**src/rtl/memory_stage_pkg.sv**
```systemverilog
// ============================================================================
// memory_stage_pkg : address map, ExcCode values and E/M register layout
// Revision 1.0
// ============================================================================
`default_nettype none

package memory_stage_pkg;

  localparam logic [31:0] DM_END    = 32'h0000_3000;
  localparam logic [31:0] TC0_BASE  = 32'h0000_7F00;
  localparam logic [31:0] TC1_BASE  = 32'h0000_7F10;
  localparam logic [31:0] IG_BASE   = 32'h0000_7F20;
  localparam logic [31:0] EXC_PC    = 32'h0000_4180;
  localparam logic [31:0] RESET_PC  = 32'h0000_3000;
  localparam logic [31:0] TC_SPAN   = 32'd12;
  localparam logic [31:0] IG_SPAN   = 32'd4;

  localparam logic [4:0] EXC_NONE = 5'd0;
  localparam logic [4:0] EXC_ADEL = 5'd4;
  localparam logic [4:0] EXC_ADES = 5'd5;
  localparam logic [4:0] EXC_OV   = 5'd12;

  typedef enum logic [1:0] {
    MT_WORD = 2'd0,
    MT_HALF = 2'd1,
    MT_BYTE = 2'd2
  } mem_type_t;

  typedef struct packed {
    logic        delay;
    logic [4:0]  exc_code;
    logic [31:0] result;
    logic        addr_ovf;
    logic [31:0] rd2;
    logic [31:0] pc;
    logic        reg_write;
    logic [4:0]  a3;
    logic        mem_rd;
    logic        mem_wr;
    mem_type_t   mem_type;
    logic        ld_signed;
  } em_reg_t;

  function automatic logic in_window(input logic [31:0] addr,
                                     input logic [31:0] base,
                                     input logic [31:0] span);
    return (addr >= base) && (addr < base + span);
  endfunction

endpackage

`default_nettype wire

```
**src/rtl/memory_stage_data_ext.sv**
```systemverilog
// ============================================================================
// memory_stage_data_ext : load lane select plus sign/zero extension
// Revision 1.0
// ============================================================================
`default_nettype none

module memory_stage_data_ext
  import memory_stage_pkg::*;
(
  input  logic [1:0]  addr_low,
  input  logic [1:0]  mem_type,
  input  logic        ld_signed,
  input  logic [31:0] rdata,
  output logic [31:0] ld_data
);

  logic [7:0]  byte_lane;
  logic [15:0] half_lane;

  assign byte_lane = rdata[{addr_low, 3'b000} +: 8];
  assign half_lane = addr_low[1] ? rdata[31:16] : rdata[15:0];

  always_comb begin
    ld_data = rdata;
    case (mem_type)
      MT_HALF: ld_data = {{16{ld_signed & half_lane[15]}}, half_lane};
      MT_BYTE: ld_data = {{24{ld_signed & byte_lane[7]}}, byte_lane};
      default: ld_data = rdata;
    endcase
  end

endmodule

`default_nettype wire

```
**src/rtl/memory_stage.sv**
```systemverilog
// ============================================================================
// memory_stage : MIPS M stage - E/M register, data-memory interface, AdEL/AdES
// Revision 1.0
// ============================================================================
`default_nettype none

module memory_stage
  import memory_stage_pkg::*;
(
  input  logic        clk,
  input  logic        reset,
  input  logic        Req,
  input  logic        bubble_E,
  input  logic        Delay_E_i,
  input  logic [4:0]  ExcCode_E_i,
  input  logic [31:0] result_E_i,
  input  logic        addr_ovf_E_i,
  input  logic [31:0] RD2_E_i,
  input  logic [31:0] PCn_E_i,
  input  logic        regWrite_E_i,
  input  logic [4:0]  A3_E_i,
  input  logic        mem_rd_E_i,
  input  logic        mem_wr_E_i,
  input  logic [1:0]  mem_type_E_i,
  input  logic        ld_signed_E_i,
  input  logic [31:0] W_forward,
  input  logic        RD2_M_fwd,
  input  logic [31:0] m_data_rdata,
  output logic [31:0] m_data_addr,
  output logic [31:0] m_data_wdata,
  output logic [3:0]  m_data_byteen,
  output logic [31:0] m_inst_addr,
  output logic [31:0] result_M_o,
  output logic [31:0] ld_data_M_o,
  output logic        mem_rd_M_o,
  output logic        Delay_M_o,
  output logic [31:0] PCn_M_o,
  output logic        regWrite_M_o,
  output logic [4:0]  A3_M_o,
  output logic [4:0]  ExcCode_M_o
);

  em_reg_t em;

  always_ff @(posedge clk) begin
    if (reset) begin
      em    <= '0;
      em.pc <= RESET_PC;
    end else if (Req) begin
      em    <= '0;
      em.pc <= EXC_PC;
    end else if (bubble_E) begin
      // Keep PC/Delay so the macro-PC seen by CP0 stays valid across stalls
      em       <= '0;
      em.pc    <= PCn_E_i;
      em.delay <= Delay_E_i;
    end else begin
      em.delay     <= Delay_E_i;
      em.exc_code  <= ExcCode_E_i;
      em.result    <= result_E_i;
      em.addr_ovf  <= addr_ovf_E_i;
      em.rd2       <= RD2_E_i;
      em.pc        <= PCn_E_i;
      em.reg_write <= regWrite_E_i;
      em.a3        <= A3_E_i;
      em.mem_rd    <= mem_rd_E_i;
      em.mem_wr    <= mem_wr_E_i;
      em.mem_type  <= mem_type_t'(mem_type_E_i);
      em.ld_signed <= ld_signed_E_i;
    end
  end

  logic [31:0] addr;
  logic [31:0] store_data;
  logic        is_half, is_byte;
  logic        in_dm, in_tc0, in_tc1, in_ig, in_dev;
  logic        misaligned, bad_addr, count_wr;
  logic [4:0]  mem_exc;
  logic [3:0]  be_raw;

  assign addr       = em.result;
  assign store_data = RD2_M_fwd ? W_forward : em.rd2;
  assign is_half    = (em.mem_type == MT_HALF);
  assign is_byte    = (em.mem_type == MT_BYTE);

  assign in_dm  = (addr < DM_END);
  assign in_tc0 = in_window(addr, TC0_BASE, TC_SPAN);
  assign in_tc1 = in_window(addr, TC1_BASE, TC_SPAN);
  assign in_ig  = in_window(addr, IG_BASE, IG_SPAN);
  assign in_dev = in_tc0 | in_tc1 | in_ig;

  // Devices are word-only; the Count register sits at word offset 2 of a timer
  assign misaligned = is_byte ? 1'b0 : (is_half ? addr[0] : (addr[1:0] != 2'b00));
  assign bad_addr   = em.addr_ovf | misaligned | ~(in_dm | in_dev) |
                      (in_dev & (is_half | is_byte));
  assign count_wr   = (in_tc0 | in_tc1) & (addr[3:2] == 2'b10);

  always_comb begin
    mem_exc = EXC_NONE;
    if (em.mem_rd && bad_addr)
      mem_exc = EXC_ADEL;
    else if (em.mem_wr && (bad_addr || count_wr))
      mem_exc = EXC_ADES;
  end

  assign ExcCode_M_o = (em.exc_code != EXC_NONE) ? em.exc_code : mem_exc;

  always_comb begin
    m_data_wdata = store_data;
    be_raw       = 4'b1111;
    if (is_half) begin
      m_data_wdata = {2{store_data[15:0]}};
      be_raw       = addr[1] ? 4'b1100 : 4'b0011;
    end else if (is_byte) begin
      m_data_wdata = {4{store_data[7:0]}};
      be_raw       = 4'b0001 << addr[1:0];
    end
  end

  assign m_data_byteen = (Req || (ExcCode_M_o != EXC_NONE) || !em.mem_wr) ? 4'b0000 : be_raw;

  memory_stage_data_ext u_data_ext (
    .addr_low  (addr[1:0]),
    .mem_type  (em.mem_type),
    .ld_signed (em.ld_signed),
    .rdata     (m_data_rdata),
    .ld_data   (ld_data_M_o)
  );

  assign m_data_addr  = addr;
  assign m_inst_addr  = em.pc;
  assign result_M_o   = em.result;
  assign mem_rd_M_o   = em.mem_rd;
  assign Delay_M_o    = em.delay;
  assign PCn_M_o      = em.pc;
  assign regWrite_M_o = em.reg_write;
  assign A3_M_o       = em.a3;

endmodule

`default_nettype wire

```
**config.mk**
```make
export PLATFORM = sky130hd
export DESIGN_NAME = memory_stage
export DESIGN_NICKNAME = d
export VERILOG_FILES = /design/src/rtl/memory_stage_pkg.sv /design/src/rtl/memory_stage_data_ext.sv /design/src/rtl/memory_stage.sv
export SDC_FILE = /design/constraint.sdc
export NUM_CORES = 1
export LEC_CHECK = 0
export ABC_CLOCK_PERIOD_IN_PS = 2100
export CORE_AREA = 4 4 151 153
export DETAILED_ROUTE_END_ITERATION = 16
export DIE_AREA = 0 0 155 157
export GPL_TIMING_DRIVEN = 0
export PLACE_DENSITY = 0.64
export SETUP_SLACK_MARGIN = 0.02
export SYNTH_ARGS = -nofsm -noshare
export SYNTH_HDL_FRONTEND = slang
export SYNTH_HIERARCHICAL = 1
export SYNTH_SLANG_ARGS = --single-unit
```
**constraint.sdc**
```tcl
create_clock -name clk -period 2.1 [get_ports clk]
set_input_delay 0.42 -clock clk [delete_from_list [all_inputs] [get_ports clk]]
set_output_delay 0.42 -clock clk [all_outputs]
set_load 0.01 [all_outputs]
```
=== Word level (Yosys, flattened, before mapping) ===
Index checks and enable logic that the tools add are counted.
Widths: inputs -> output; s select.

* Bits in registers: 114
* Input port bits: 183
* Word-level logic and storage cells: 67

* Order comparisons: 7
* Eq/ne operators: 3
* Shift operators: 2
* Muxes and demuxes: 16
* Bitwise logic cells: 12
* Reduce and logical (&&, ||, !) cells: 14

{| class="wikitable"
|+ Operators with widths
! cell !! count
|-
| $ge 32x15->1 const B || 3
|-
| $lt 32x15->1 const B || 3
|-
| $mux 32 || 3
|-
| $pmux 32 s2 || 1
|-
| $lt 32x14->1 const B || 1
|-
| $shiftx 32x6->8 || 1
|-
| $mux 26 || 1
|-
| $mux 16 || 1
|-
| $mux 4 || 4
|-
| $mux 11 || 1
|-
| $reduce_bool 5->1 || 2
|-
| $or 1x1->1 || 7
|-
| $mux 3 || 2
|-
| $logic_and 1x1->1 || 5
|-
| $mux 5 || 1
|-
| $and 1x1->1 || 4
|-
| $eq 2x2->1 const B || 2
|-
| $shl 1x2->4 const A || 1
|-
| $logic_or 1x1->1 || 3
|-
| $reduce_or 3->1 || 1
|-
| $eq 2x1->1 const B || 1
|-
| $mux 1 || 2
|-
| $reduce_bool 2->1 || 1
|-
| $reduce_or 2->1 || 1
|-
| other kinds (2) || 2
|}

=== Logic depth before layout (Yosys ltp) ===
* Word-level depth: 17
* Mapped depth: 8

=== Hierarchy ===
The synthesis kept the hierarchy.

{| class="wikitable"
|+ By module, submodules not included
! module !! instances !! cells an instance !! area each (µm²)
|-
| memory_stage || 1 || 528 || 5,023.6
|-
| memory_stage_data_ext || 1 || 108 || 666.9
|}

=== Worst setup path after synthesis ===
No wires, ideal clock.

* Kind: flip-flop to output port
* Start: reg, netlist name em[2]
* End: out ExcCode_M_o[0]
* Arrival time: 1,747 ps
* Required time: 1,680 ps
* Path slack: -67 ps
* Stages on the path, launching flop included: 9
* Path buffers: 1
* Cells stage by stage: dfxtp_1 > inv_1 > ha_1 > buf_6 > clkinv_4 > a21oi_2 > o2111a_2 > and4b_1 > or4_4

* Word-level cells in the longest chain between the ends: 11

{| class="wikitable"
|+ RTL lines
! item !! RTL line !! text
|-
| $eq 2x1->1 || memory_stage.sv:83 || <nowiki>assign is_half = (em.mem_type == MT_HALF);</nowiki>
|-
| $mux 1 (2 in series) || memory_stage.sv:93 || <nowiki>assign misaligned = is_byte ? 1'b0 : (is_half ? addr[0] : (addr[1:0] != 2'b00));</nowiki>
|-
| $or 1x1->1 (2 in series) || memory_stage.sv:94 || <nowiki>assign bad_addr = em.addr_ovf | misaligned | ~(in_dm | in_dev) |</nowiki>
|-
| $or 1x1->1 (*) || memory_stage.sv:94 ||
|-
| $logic_or 1x1->1 || memory_stage.sv:102 || <nowiki>else if (em.mem_wr && (bad_addr || count_wr))</nowiki>
|-
| $logic_and 1x1->1 || memory_stage.sv:102 ||
|-
| $mux 3 || memory_stage.sv:102 ||
|-
| $mux 3 (*) || memory_stage.sv:100 || <nowiki>if (em.mem_rd && bad_addr)</nowiki>
|-
| $mux 5 (*) || memory_stage.sv:106 || <nowiki>assign ExcCode_M_o = (em.exc_code != EXC_NONE) ? em.exc_code : mem_exc;</nowiki>
|-
| to (decl) || memory_stage.sv:40 || <nowiki>output logic [4:0] ExcCode_M_o</nowiki>
|}

Every way passes the cells marked *; elsewhere a longest branch is shown, timed or not.

=== Worst setup path in the final report ===
* Start: reg, netlist name em[2]
* End: out ExcCode_M_o[0]

* Word-level cells in the longest chain between the ends: 11

{| class="wikitable"
|+ RTL lines
! item !! RTL line
|-
| $eq 2x1->1 || memory_stage.sv:83
|-
| $mux 1 (2 in series) || memory_stage.sv:93
|-
| $or 1x1->1 (2 in series) || memory_stage.sv:94
|-
| $or 1x1->1 (*) || memory_stage.sv:94
|-
| $logic_or 1x1->1 || memory_stage.sv:102
|-
| $logic_and 1x1->1 || memory_stage.sv:102
|-
| $mux 3 || memory_stage.sv:102
|-
| $mux 3 (*) || memory_stage.sv:100
|-
| $mux 5 (*) || memory_stage.sv:106
|}

Marks and branches as above.

==> results.md <==
- Std-Cell Rows: 54
- Reg area: 2300 um^2
- Outcome: complete, but fails checks
- CTS buffer count: 17
- Peak supply drop: 0.483 mV
- Drt pass-1 iters: 4
- Failing checks: negative setup slack
- Synth warnings: 6
- Top FF cell, synth: dfxtp_1
- First-pass GRT wire length: 35700 um
- Hold path depth: 2
- Max-slew violation count: 0
- Unique masters post-synth: 44
- Worst path arrival time: 2260 ps
- Commonest non-fill, non-tap cell in the layout: clkdlybuf4s50_1
- Yosys top cell by area: dfxtp_1
- Core footprint: 21600 um^2
- GRT Util Overall: 0.191
- Fmax: 373 MHz
- Slew @ Worst Pin: 621 ps
- Final worst setup slack: -580 ps
- Pwr dens: 561 nW/um^2
- Largest net degree at the start of global routing: 17
- Internal cell power: 4990 uW
- Seq/Total Area, Yosys: 0.401
- Top post-synthesis cells by area: dfxtp_1, buf_4, and2_1, mux2i_1, a21oi_1
- Area of the die: 24300 um^2
- Yosys reg bits: 114
- Max stage delay on crit path: 410 ps
- Buffers on Ports: 390
- Post-CTS Hold Buffers: 0
- Leakage: 0.00519 uW
- Antenna-violating nets left: 0
- Area Growth Syn to Fin: 109%
- Tmin final: 2680 ps
- Initial Utilization: 0.264
- Critical path endpoint category: output pin
- Worst slew margin relative to its limit: 0.585
- Multi-input gate area in the final layout: 2880 um^2
- Final TNS setup: -17350 ps
- Syn Area/Cell: 8.95 um^2
- Worst path cell trace: buf_6, ha_4, buf_4, o2111a_2, buf_4, and4b_1, or4_4, buf_6
- Sw Share: 0.251
- Initial antenna violation count: 0
- Die Ht: 157 um
- CTS max path bufs: 2
- Hold Startpoint: result_E_i[16]
- Fraction of final layout cells sized beyond drive strength 1: 0.401
- Die width: 155 um
- Data required time of the worst path: 1680 ps
- CTS clk-pin slew, worst paths: 60 ps
- Via/cell ratio: 4.30
- Min-Delay Path Class: input port to register
- RSZ-0062 raised after global routing: true
- Tcrit/Tclk final: 1.28
- Final nets: 1294
- Number of DRC markers in iteration 0: 207
- Hold_ws: 569 ps
- Comb power frac: 0.228
- Async SR Flop Fraction: 0
- Max-Cap Viols: 0
- Syn nets: 823
- Setup violations, final: 62
- EDFF count, synth: 0
- Most frequent cells in the layout: clkdlybuf4s50_1, buf_4, and2_1
- Total wire length: 25300 um
- Slowest cell on crit path: or4_4
- DRC errors left: 0
- Vias: 6014
- Crit path launch type: register
- Ant diodes: 0
- CTS root buf: clkbuf_16
- Vias in the first global route: 6243
- WS Path Type: register to output pin
- Final GP Congestion: 0.956
- Grt ovf: 0
- Part of the power in the clock network: 0.429
- Net switching power: 1670 uW
- Worst Hold Endpoint: m_data_addr[16]
- Final Hold Fails: 0
- H-tree Lvls: 4
- Post-Synthesis Cells: 636
- Sink Count: 114
- Mapped Area: 5690 um^2
- Sequential power share: 0.342
- Post-detailed-route wirelength per cell: 18.1 um
- Crit-path max FO: 3
- Final HPWL DP: 18800 um
- Area fraction of the dominant cell type after synthesis: 0.401
- CTS tree: done
- Ports: 392
- Number of fill cells: 1934
## Yosys cell counts (2+ instances only)
cell type / instances
a32oi_1: 7
buf_2: 8
or2_2: 2
dfxtp_1: 114
nor2b_1: 9
o2bb2ai_1: 7
nand2_1: 38
nor4_1: 6
and2_1: 110
mux2i_1: 25
nor2_1: 42
mux2_2: 15
ha_1: 4
inv_1: 8
a21oi_1: 44
a21o_1: 5
a211oi_1: 7
nor3_1: 3
buf_6: 3
buf_4: 133
clkbuf_1: 23
## layer usage
layer,vias up,GRT usage,wire length (um)
li1,2900,-,-
met1,2767,0.206,9230
met2,312,0.339,13000
met3,35,0.0792,2430
met4,0,0.0648,629
met5,-,0,0
## worst max-delay path by stage
| stage | to | depth (start not counted) | slack [ps] | start |
|---|---|---|---|---|
| 4_1_cts | ExcCode_M_o[0] | 10 | -620 | em[2] |
| 3_5_place_dp | m_data_byteen[1] | 8 | -1010 | em[1] |
| 2_1_floorplan | ExcCode_M_o[0] | 8 | -40 | em[2] |
| 3_3_place_gp | m_data_byteen[1] | 8 | -1000 | em[1] |
| 6_report | ExcCode_M_o[0] | 8 | -580 | em[2] |
| 5_1_grt | ExcCode_M_o[0] | 7 | -660 | m_data_addr[18] |
## registers in the layout, summed over array words and instances (netlist names)
signal	cells
A3_M_o	5
Delay_M_o	1
PCn_M_o	32
em	42
m_data_addr	32
mem_rd_M_o	1
regWrite_M_o	1
## cell families after synthesis
group	count (synthesis)	synth area share
flops	114	0.401
compound gates	81	0.0932
simple gates	219	0.208
mux	42	0.0783
fa+ha+maj	4	0.00880
buf+inv	176	0.210
## cell type report
cell class | instances | share of cell area
Buffer | 162 | 0.104
Clock buffer | 20 | 0.0385
Clock inverter | 11 | 0.0110
Inverter | 9 | 0.00348
Multi-Input combinational cell | 346 | 0.243
Sequential cell | 114 | 0.194
Tap cell | 280 | 0.0295
Timing Repair Buffer | 457 | 0.377
## power by group through the flow
stage               registers (uW)  logic, uW  clock network, uW
CTS                           2280       1400               2940
floorplan                     2310        505                  0
global route                  2290       1610               3020
global placement              2330       1320                  0
detailed placement            2330       1330                  0
finish                        2280       1520               2860
## through the flow
stage	cell area [um^2]	utilization	power [uW]	worst slack, ps	instances
4_1_cts	11200	0.521	6620	-618	1382
3_5_place_dp	9950	0.462	3650	-1010	1306
2_1_floorplan	5690	-	2810	-38.9	636
5_1_grt	11900	0.551	6920	-656	1399
3_3_place_gp	9950	0.462	3650	-996	1306
6_report	11900	0.551	6660	-580	1399
## worst max-delay path: cells and delay by family (launching register included)
family / cells / cell delay (ps)
simple gates: 2 / 580
fa+ha+maj: 1 / 160
flops: 1 / 340
buf+inv: 4 / 520
compound gates: 1 / 260
## repair_timing
| item | CTS | global route |
|---|---|---|
| endpoints found under the setup margin | 147 | 88 |
| setup buffers | 45 | 22 |
| gates resized for setup | 405 | 132 |
| gates cloned | 1 | 2 |
| pin swaps | 21 | 21 |
(Power assumes the default switching activity.)
